`src/rtl/bcd_pkg.sv`:
```
// Shared widths and FSM state encoding for the binary-to-BCD converter slice.
package bcd_pkg;
  localparam int BIN_W = 12;
  localparam int BCD_W = 12;
  localparam int DIG_W = 4;
  localparam int NDIG  = 4;

  typedef enum logic [1:0] {
    S_IDLE,
    S_SHIFT,
    S_DONE
  } state_e;
endpackage

```
`src/rtl/bcd_dabble_step.sv`:
```
// One double-dabble iteration: add 3 to each digit >= 5, then shift {digits,operand} left by one.
module bcd_dabble_step
  import bcd_pkg::*;
(
  input  logic [NDIG*DIG_W-1:0] dig_i,
  input  logic [BIN_W-1:0]      op_i,
  output logic [NDIG*DIG_W-1:0] dig_o,
  output logic [BIN_W-1:0]      op_o
);

  logic [NDIG*DIG_W-1:0] adj;

  always_comb begin
    adj = dig_i;
    for (int unsigned i = 0; i < NDIG; i++) begin
      if (dig_i[i*DIG_W +: DIG_W] >= DIG_W'(5))
        adj[i*DIG_W +: DIG_W] = dig_i[i*DIG_W +: DIG_W] + DIG_W'(3);
    end
    {dig_o, op_o} = {adj[NDIG*DIG_W-2:0], op_i, 1'b0};
  end

endmodule

```
`src/rtl/bcd_conv_arbiter.sv`:
```
// Two-requester round-robin arbiter feeding a sequential 12-bit binary-to-BCD converter.
// Define BCD_SAT_EN to saturate operands >999 to 999; otherwise the low three digits are kept.
module bcd_conv_arbiter
  import bcd_pkg::*;
(
  input  logic             clk,
  input  logic             reset_n,
  input  logic [1:0]       req,
  input  logic [BIN_W-1:0] bin0,
  input  logic [BIN_W-1:0] bin1,
  output logic [1:0]       grant,
  output logic             busy,
  output logic [BCD_W-1:0] bcd_out,
  output logic             ovf,
  output logic             done,
  output logic             done_id
);

  logic [1:0] rst_sync_q, rst_sync_d;
  logic       rst_n;

  state_e                state_q, state_d;
  logic [3:0]            count_q, count_d;
  logic [NDIG*DIG_W-1:0] digits_q, digits_d;
  logic [BIN_W-1:0]      op_q, op_d;
  logic                  last_q, last_d;
  logic                  owner_q, owner_d;
  logic [1:0]            grant_q, grant_d;
  logic                  busy_q, busy_d;
  logic [BCD_W-1:0]      bcd_q, bcd_d;
  logic                  ovf_q, ovf_d;
  logic                  done_q, done_d;
  logic                  done_id_q, done_id_d;

  logic                  win;
  logic                  thou_nz;
  logic [NDIG*DIG_W-1:0] step_dig;
  logic [BIN_W-1:0]      step_op;

  // Asynchronous assertion, release aligned to clk through two flops.
  assign rst_sync_d = {rst_sync_q[0], 1'b1};
  assign rst_n      = rst_sync_q[1];

  always_ff @(posedge clk or negedge reset_n) begin
    if (!reset_n) rst_sync_q <= '0;
    else          rst_sync_q <= rst_sync_d;
  end

  bcd_dabble_step u_step (
    .dig_i (digits_q),
    .op_i  (op_q),
    .dig_o (step_dig),
    .op_o  (step_op)
  );

  assign thou_nz = (digits_q[NDIG*DIG_W-1 -: DIG_W] != '0);

  always_comb begin
    state_d   = state_q;
    count_d   = count_q;
    digits_d  = digits_q;
    op_d      = op_q;
    last_d    = last_q;
    owner_d   = owner_q;
    bcd_d     = bcd_q;
    ovf_d     = ovf_q;
    done_id_d = done_id_q;
    grant_d   = '0;
    done_d    = 1'b0;
    win       = 1'b0;
    unique case (state_q)
      S_IDLE: begin
        if (req != '0) begin
          // Requester 0 wins when alone or when requester 1 was granted last.
          win      = !(req[0] && (!req[1] || last_q));
          grant_d  = win ? 2'b10 : 2'b01;
          op_d     = win ? bin1 : bin0;
          digits_d = '0;
          count_d  = '0;
          owner_d  = win;
          last_d   = win;
          state_d  = S_SHIFT;
        end
      end
      S_SHIFT: begin
        digits_d = step_dig;
        op_d     = step_op;
        count_d  = count_q + 4'd1;
        if (count_q == 4'd11) state_d = S_DONE;
      end
      S_DONE: begin
`ifdef BCD_SAT_EN
        bcd_d = thou_nz ? BCD_W'(12'h999) : digits_q[BCD_W-1:0];
`else
        bcd_d = digits_q[BCD_W-1:0];
`endif
        ovf_d     = thou_nz;
        done_id_d = owner_q;
        done_d    = 1'b1;
        state_d   = S_IDLE;
      end
      default: state_d = S_IDLE;
    endcase
    busy_d = (state_d != S_IDLE);
  end

  always_ff @(posedge clk or negedge rst_n) begin
    if (!rst_n) begin
      state_q   <= S_IDLE;
      count_q   <= '0;
      digits_q  <= '0;
      op_q      <= '0;
      last_q    <= 1'b1;
      owner_q   <= 1'b0;
      grant_q   <= '0;
      busy_q    <= 1'b0;
      bcd_q     <= '0;
      ovf_q     <= 1'b0;
      done_q    <= 1'b0;
      done_id_q <= 1'b0;
    end else begin
      state_q   <= state_d;
      count_q   <= count_d;
      digits_q  <= digits_d;
      op_q      <= op_d;
      last_q    <= last_d;
      owner_q   <= owner_d;
      grant_q   <= grant_d;
      busy_q    <= busy_d;
      bcd_q     <= bcd_d;
      ovf_q     <= ovf_d;
      done_q    <= done_d;
      done_id_q <= done_id_d;
    end
  end

  assign grant   = grant_q;
  assign busy    = busy_q;
  assign bcd_out = bcd_q;
  assign ovf     = ovf_q;
  assign done    = done_q;
  assign done_id = done_id_q;

endmodule

```
`config.mk`:
```
export PLATFORM = sky130hd
export DESIGN_NAME = bcd_conv_arbiter
export DESIGN_NICKNAME = d
export VERILOG_FILES = /design/src/rtl/bcd_pkg.sv /design/src/rtl/bcd_dabble_step.sv /design/src/rtl/bcd_conv_arbiter.sv
export SDC_FILE = /design/constraint.sdc
export NUM_CORES = 1
export LEC_CHECK = 0
export BUFFER_PORTS_ARGS = -buffer_cell sky130_fd_sc_hd__buf_4
export CAP_MARGIN = 40
export CELL_PAD_IN_SITES_DETAIL_PLACEMENT = 1
export CELL_PAD_IN_SITES_GLOBAL_PLACEMENT = 2
export CORE_MARGIN = 2
export CORE_UTILIZATION = 25
export DETAILED_ROUTE_END_ITERATION = 8
export PLACE_DENSITY = 0.69
export SLEW_MARGIN = 30
export SYNTH_ARGS = -nofsm -noshare
export SYNTH_HDL_FRONTEND = slang
export SYNTH_SLANG_ARGS = --single-unit
```
`constraint.sdc`:
```
create_clock -name clk -period 1.9 [get_ports clk]
set_input_delay 0.475 -clock clk [delete_from_list [all_inputs] [get_ports clk]]
set_output_delay 0.475 -clock clk [all_outputs]
set_load 0.005 [all_outputs]
```
# Word-level counts from Yosys, hierarchy flattened
# Cells that the tools add are included.
[word_totals]
regBits = 56
latchBits = 0
mem_bits_rw = 0
rom_bits = 0
input_bits = 28
out_inout_bits = 18
word_cells = 55
mem_count = 0
[op_classes]
n_addsub = 5
n_mul = 0
div = 0
magnitude_cmp = 4
eq_ne = 4
shifts = 0
mux = 18
bitwise = 0
reduce_logical = 11
[op_table]
columns = ["op", "count"]
rows = [
  ["$pmux W16 S2", 1],
  ["$mux W12", 2],
  ["$pmux W12 S2", 1],
  ["$ge A4 B3 Y1 const B", 4],
  ["$mux W16", 1],
  ["$mux W4", 4],
  ["$add A4 B2 Y4 const B", 3],
  ["$mux W2", 5],
  ["$pmux W4 S2", 1],
  ["$reduce_bool A2 Y1", 3],
  ["$add A4 B1 Y4 const B", 1],
  ["$eq A4 B4 Y1 const B", 1],
  ["$pmux W2 S2", 1],
  ["$reduce_and A2 Y1", 2],
  ["$reduce_bool A4 Y1", 1],
  ["$add A3 B2 Y3 const B", 1],
  ["$mux W3", 1],
  ["$eq A2 B1 Y1 const B", 1],
  ["$eq A2 B2 Y1 const B", 1],
  ["$logic_not A1 Y1", 2],
  ["$logic_not A2 Y1", 1],
  ["$ne A2 B2 Y1 const B", 1],
  ["$logic_and A1 B1 Y1", 1],
  ["$logic_or A1 B1 Y1", 1],
  ["$mux W1", 1],
]

# Longest topological paths before layout
[logic_depth]
word_depth = 6
ltp_mapped = 7
mapped_depth_nobuf = 6

# By module
# From an unflattened synthesis, not the netlist that was laid out.
[unflattened]
cells_unflattened = 288
hier_area_um2 = 2886.5
[by_module_without_submodules]
columns = ["module", "instances", "cells_each", "area_each_um2", "seq_area_each_um2"]
rows = [
  ["bcd_conv_arbiter", 1, 214, 2399.8, 1402.6],
  ["bcd_dabble_step", 1, 74, 486.7, 0.0],
]

# Worst setup path before layout
# OpenSTA, ideal clock, no wires.
[synth_timing]
path_kind = "input to register"
from = "input req[1]"
to = "register digits_q[11]"
setup_ns = 0.122
arrival_ns = 1.244
required_time_ns = 1.778
setup_slack_ns = 0.535
cell_stages = 7
path_buffers = 2
cell_sequence = "nor3_1 > or2_1 > buf_6 > inv_6 > buf_8 > o31ai_2 > a32o_1"
[synth_between]
elab_chain_len = 3
[synth_lines]
columns = ["item", "line_no", "text"]
rows = [
  ["from (decl)", "bcd_conv_arbiter.sv:8", "input logic [1:0] req,"],
  ["$reduce_bool A2 Y1", "bcd_conv_arbiter.sv:73", "if (req != '0) begin"],
  ["$ne A2 B2 Y1 (no line)", "-", ""],
  ["$reduce_and A2 Y1 (no line)", "-", ""],
  ["to (signal assigned)", "bcd_conv_arbiter.sv:124", "digits_q <= digits_d;"],
  ["to (decl)", "bcd_conv_arbiter.sv:24", "logic [NDIG*DIG_W-1:0] digits_q, digits_d;"],
]
# Every way passes these cells.
# A chain may end at the register's enable or synchronous reset.

# Final worst setup path
[layout_timing]
from = "register digits_q[8]"
to = "register digits_q[9]"
[layout_between]
elab_chain_len = 3
elab_cells_between_ends = 4
classes_between = "add/sub: 1; order compare: 1; mux: 2"
[layout_lines]
columns = ["item", "line_no", "text"]
rows = [
  ["$add A4 B2 Y4 or $ge A4 B3 Y1 (tied branches)", "bcd_dabble_step.sv:17, bcd_dabble_step.sv:16", ""],
  ["$mux W4 *", "bcd_dabble_step.sv:16", "if (dig_i[i*DIG_W +: DIG_W] >= DIG_W'(5))"],
  ["$pmux W16 S2 *", "bcd_conv_arbiter.sv:71", "unique case (state_q)"],
]
# Mark *: on every way between the ends. The rest lies on a longest branch, timed or not.

==> results by stage <==
Routing:
- In the final routed layout, each cell accounts on average for 14.0 um.
- The DRC violation count after routing is 0.
- Using the TritonRoute via totals, the vias-per-cell ratio works out to 4.57.
- The routed design has 5760 um of wire.
- The post-detailed-route count of antenna-violating nets is 0.
- The detailed router's first-iteration violation count is 66.
- The iteration count of the initial detailed-routing pass is 4.
- The final route contains 1880 vias.

Synth:
- Of all flip-flops after synthesis, the portion carrying an async set or reset was 100%.
- Synthesis instantiated 35 different standard cells from the library.
- After synthesis the netlist holds a flip-flop and latch count of 56.
- The yosys synthesis warning count is 0.
- Synthesis produced a netlist whose cell count is 227.
- The number of synthesized flops with an enable pin is 0.
- The mean post-synth cell area is 11.2 sq um.
- The synthesized cell area is 2550 sq um.
- The number of nets in the synthesized netlist is 265.
- Among all flip-flop cells after synthesis, the most frequent one is dfrtp_1.
- The part of the Yosys area used for sequential elements is 55.0%.

Worst setup path:
- Along the worst path, the maximum fanout reaches 4.
- The startpoint class of the critical path is a register.
- The worst setup path is captured at a register.
- The worst register-to-register path has a setup slack of 0.33 ns.
- The start-to-end type of the worst setup path is reg -> reg.
- The arrival time of data at the critical path endpoint is 1.77 ns.
- The startpoint identified for the worst register-to-register timing path is digits_q[8].
- The endpoint identified for the worst register-to-register timing path is digits_q[9].
- For the worst setup path, the data required time is 2.10 ns.
- The number of cells on the worst reg-to-reg path is 6.

Timing:
- The highest achievable clock rate is 638 MHz.
- The total setup violations reported at the end of the flow is 0.
- The transition time at the pin with the least slew margin is 0.594 ns.
- The time the final worst path needs with I/O delays and setup is 1.57 ns.
- Setup repair after global routing left no endpoint under its margin.
- The final setup TNS is 0 ns.
- The number of slew-limit violations in the final report came to 0.
- The number of hold violations in the final report is 0.
- The final clock skew is 0.0119 ns.
- The part of the cycle the worst path needs is 82.5%.
- The worst slew slack as a fraction of its limit is 60.4%.

Clock network:
- The insertion delay of the later-clocked pin in the worst-skew pair is 0.31 ns.
- Clock-pin slew was measured on the worst setup and hold paths at 0.10 ns.
- The CTS buffer count is 5.
- The H-tree depth is 2.
- The TritonCTS clock tree is yes.
- The number of sinks on the clock net is 56.
- The number of buffers added for setup after CTS is 0.
- The number of gates resized after CTS was 0.
- The number of buffers between clock root and the deepest sink is 2.
- CTS placed an instance of clkbuf_8 at the clock tree root.

Power:
- The worst ir drop on vdd is 0.000348 V.
- In this run the static leakage power is 1.46 nW.
- The power per unit of standard cell area is 1350 nW/um^2.

Final layout:
- The utilization after layout is 32.1%.
- The number of antenna diodes in the final layout is 0.
- Of the cells placed in the final design, the portion with a size suffix greater than 1 is 26.3%.
- In the layout the commonest cells are dfrtp_1, buf_4, o21ai_0.
- Relative to the synthesized area, the layout overhead comes to 24.0%.
- In the final design database the tool counted 315 nets.

Floorplanning:
- The vertical die dimension is 105 um.
- The core region is 9860 sq um.
- The initial utilization of the core area, before any placement, comes to 25.9%.
- From left edge to right edge, the die measures 105 um.
- The die covers 11000 sq um.
- Pin placement for this block handled 46 I/O pins.
- The floorplan has 36 rows.

Worst hold path:
- The type of the most critical hold path is reg -> async.

Global routing:
- For this run, the total global-route usage over all layers was measured as 11.0%.
- The via count of the first global-routing pass was 1936.
- Entering global routing, the biggest net connects 32 pins.
- The initial antenna violation count came to 0.
- The total overflow left after global routing is 0.
- The first global-routing pass estimated 9710 um of wire.

Placement:
- At the end of routability-driven placement, the weighted congestion stood at 0.724.
- The HPWL reported at the end of detailed placement is 4100 um.
- The number of buffer cells added on primary ports is 45.

Run status:
- The flow ran to the end, and the final reports show no timing, DRC or antenna violations.

Run:
- The number of violations of the max-capacitance limit is 0.
[power breakdown]
group,switching [mW],internal [mW],total (mW)
Clock,0.383,0.297,0.680
Sequential,0.326,1.62,1.95
Combinational,0.854,0.785,1.64
Total,1.56,2.70,4.26
[critical path, cell delays in order (launching register included)]
cell	delay, ns
dfrtp_1	0.41
inv_1	0.16
ha_1	0.23
nand2b_1	0.07
a21oi_1	0.32
xnor2_1	0.16
o22ai_1	0.09
[layout make-up]
class	count	area [sq um]
fillers	1137	6700
flip-flops and latches	56	1400
multi-input cells	146	1020
repair buffers	56	435
well taps	133	166
clock buffers	7	86.3
inverters	12	50.0
clock inverters	1	7.51
[flip-flops by register name, indices dropped and copies added (netlist names), 2 cells and up]
| signal | cells |
|---|---|
| bcd_out | 12 |
| count_q | 4 |
| digits_q | 16 |
| grant | 2 |
| op_q | 12 |
| rst_sync_q | 2 |
| state_q | 2 |
[kinds of logic after synthesis]
group           count (synthesis)  share of synthesized area, %
compound gates                 67                          17.1
xor+xnor                        7                          2.40
fa+ha+maj                      10                          4.90
buf+inv                        25                          5.24
flops                          56                          55.0
mux                            18                          7.35
other cells                     1                         0.147
simple gates                   43                          7.89
[metrics by stage]
step | setup slack (ns) | area, sq um | hold slack (ns) | std cells | power (mW)
after floorplan | 0.227 | 2550 | 0.179 | 227 | 3.03
after global placement | 0.227 | 3060 | 0.258 | 402 | 3.57
after detailed placement | 0.170 | 3060 | 0.259 | 402 | 3.64
after CTS | 0.339 | 3170 | 0.287 | 411 | 4.33
after global routing | 0.151 | 3170 | 0.327 | 411 | 4.64
final | 0.332 | 3170 | 0.261 | 411 | 4.26
[how the worst max path moves through the flow]
stage             startpoint  slack (ns)     endpoint
3_3_place_gp          req[1]        0.23      op_q[9]
4_1_cts           state_q[0]        0.34  digits_q[7]
3_5_place_dp          req[1]        0.17      op_q[9]
6_report         digits_q[8]        0.33  digits_q[9]
2_1_floorplan  rst_sync_q[1]        0.23   bcd_out[0]
5_1_grt          digits_q[8]        0.15  digits_q[9]
[metal layers]
layer	global-route usage [%]	up-vias	wire [um]
li1	-	907	-
met1	14.4	927	2770
met2	18.0	39	2700
met3	2.37	7	219
met4	3.71	0	75
met5	0	-	0
[Yosys cell counts (4+ instances only)]
cell / instances / share of area (%)
dfrtp_1: 55 / 54
o21ai_0: 21 / 4.1
nand2_1: 18 / 2.6
mux2i_1: 12 / 4.7
a22oi_1: 11 / 3.2
inv_1: 11 / 1.6
ha_1: 10 / 4.9
nand3_1: 9 / 1.8
a21oi_1: 8 / 1.6
buf_2: 7 / 1.4
mux2_2: 6 / 2.6
nand2b_1: 6 / 1.5
o21ai_1: 5 / 0.98
a32o_1: 4 / 1.6
o22ai_1: 4 / 0.98
o311ai_0: 4 / 1.4
xnor2_1: 4 / 1.4
[what timing repair did]
action                                 CTS  global route
setup endpoints to repair                0             0
endpoints found under the hold margin    2             0
hold buffers                             1             0
Power figures use the tool's default switching activity.
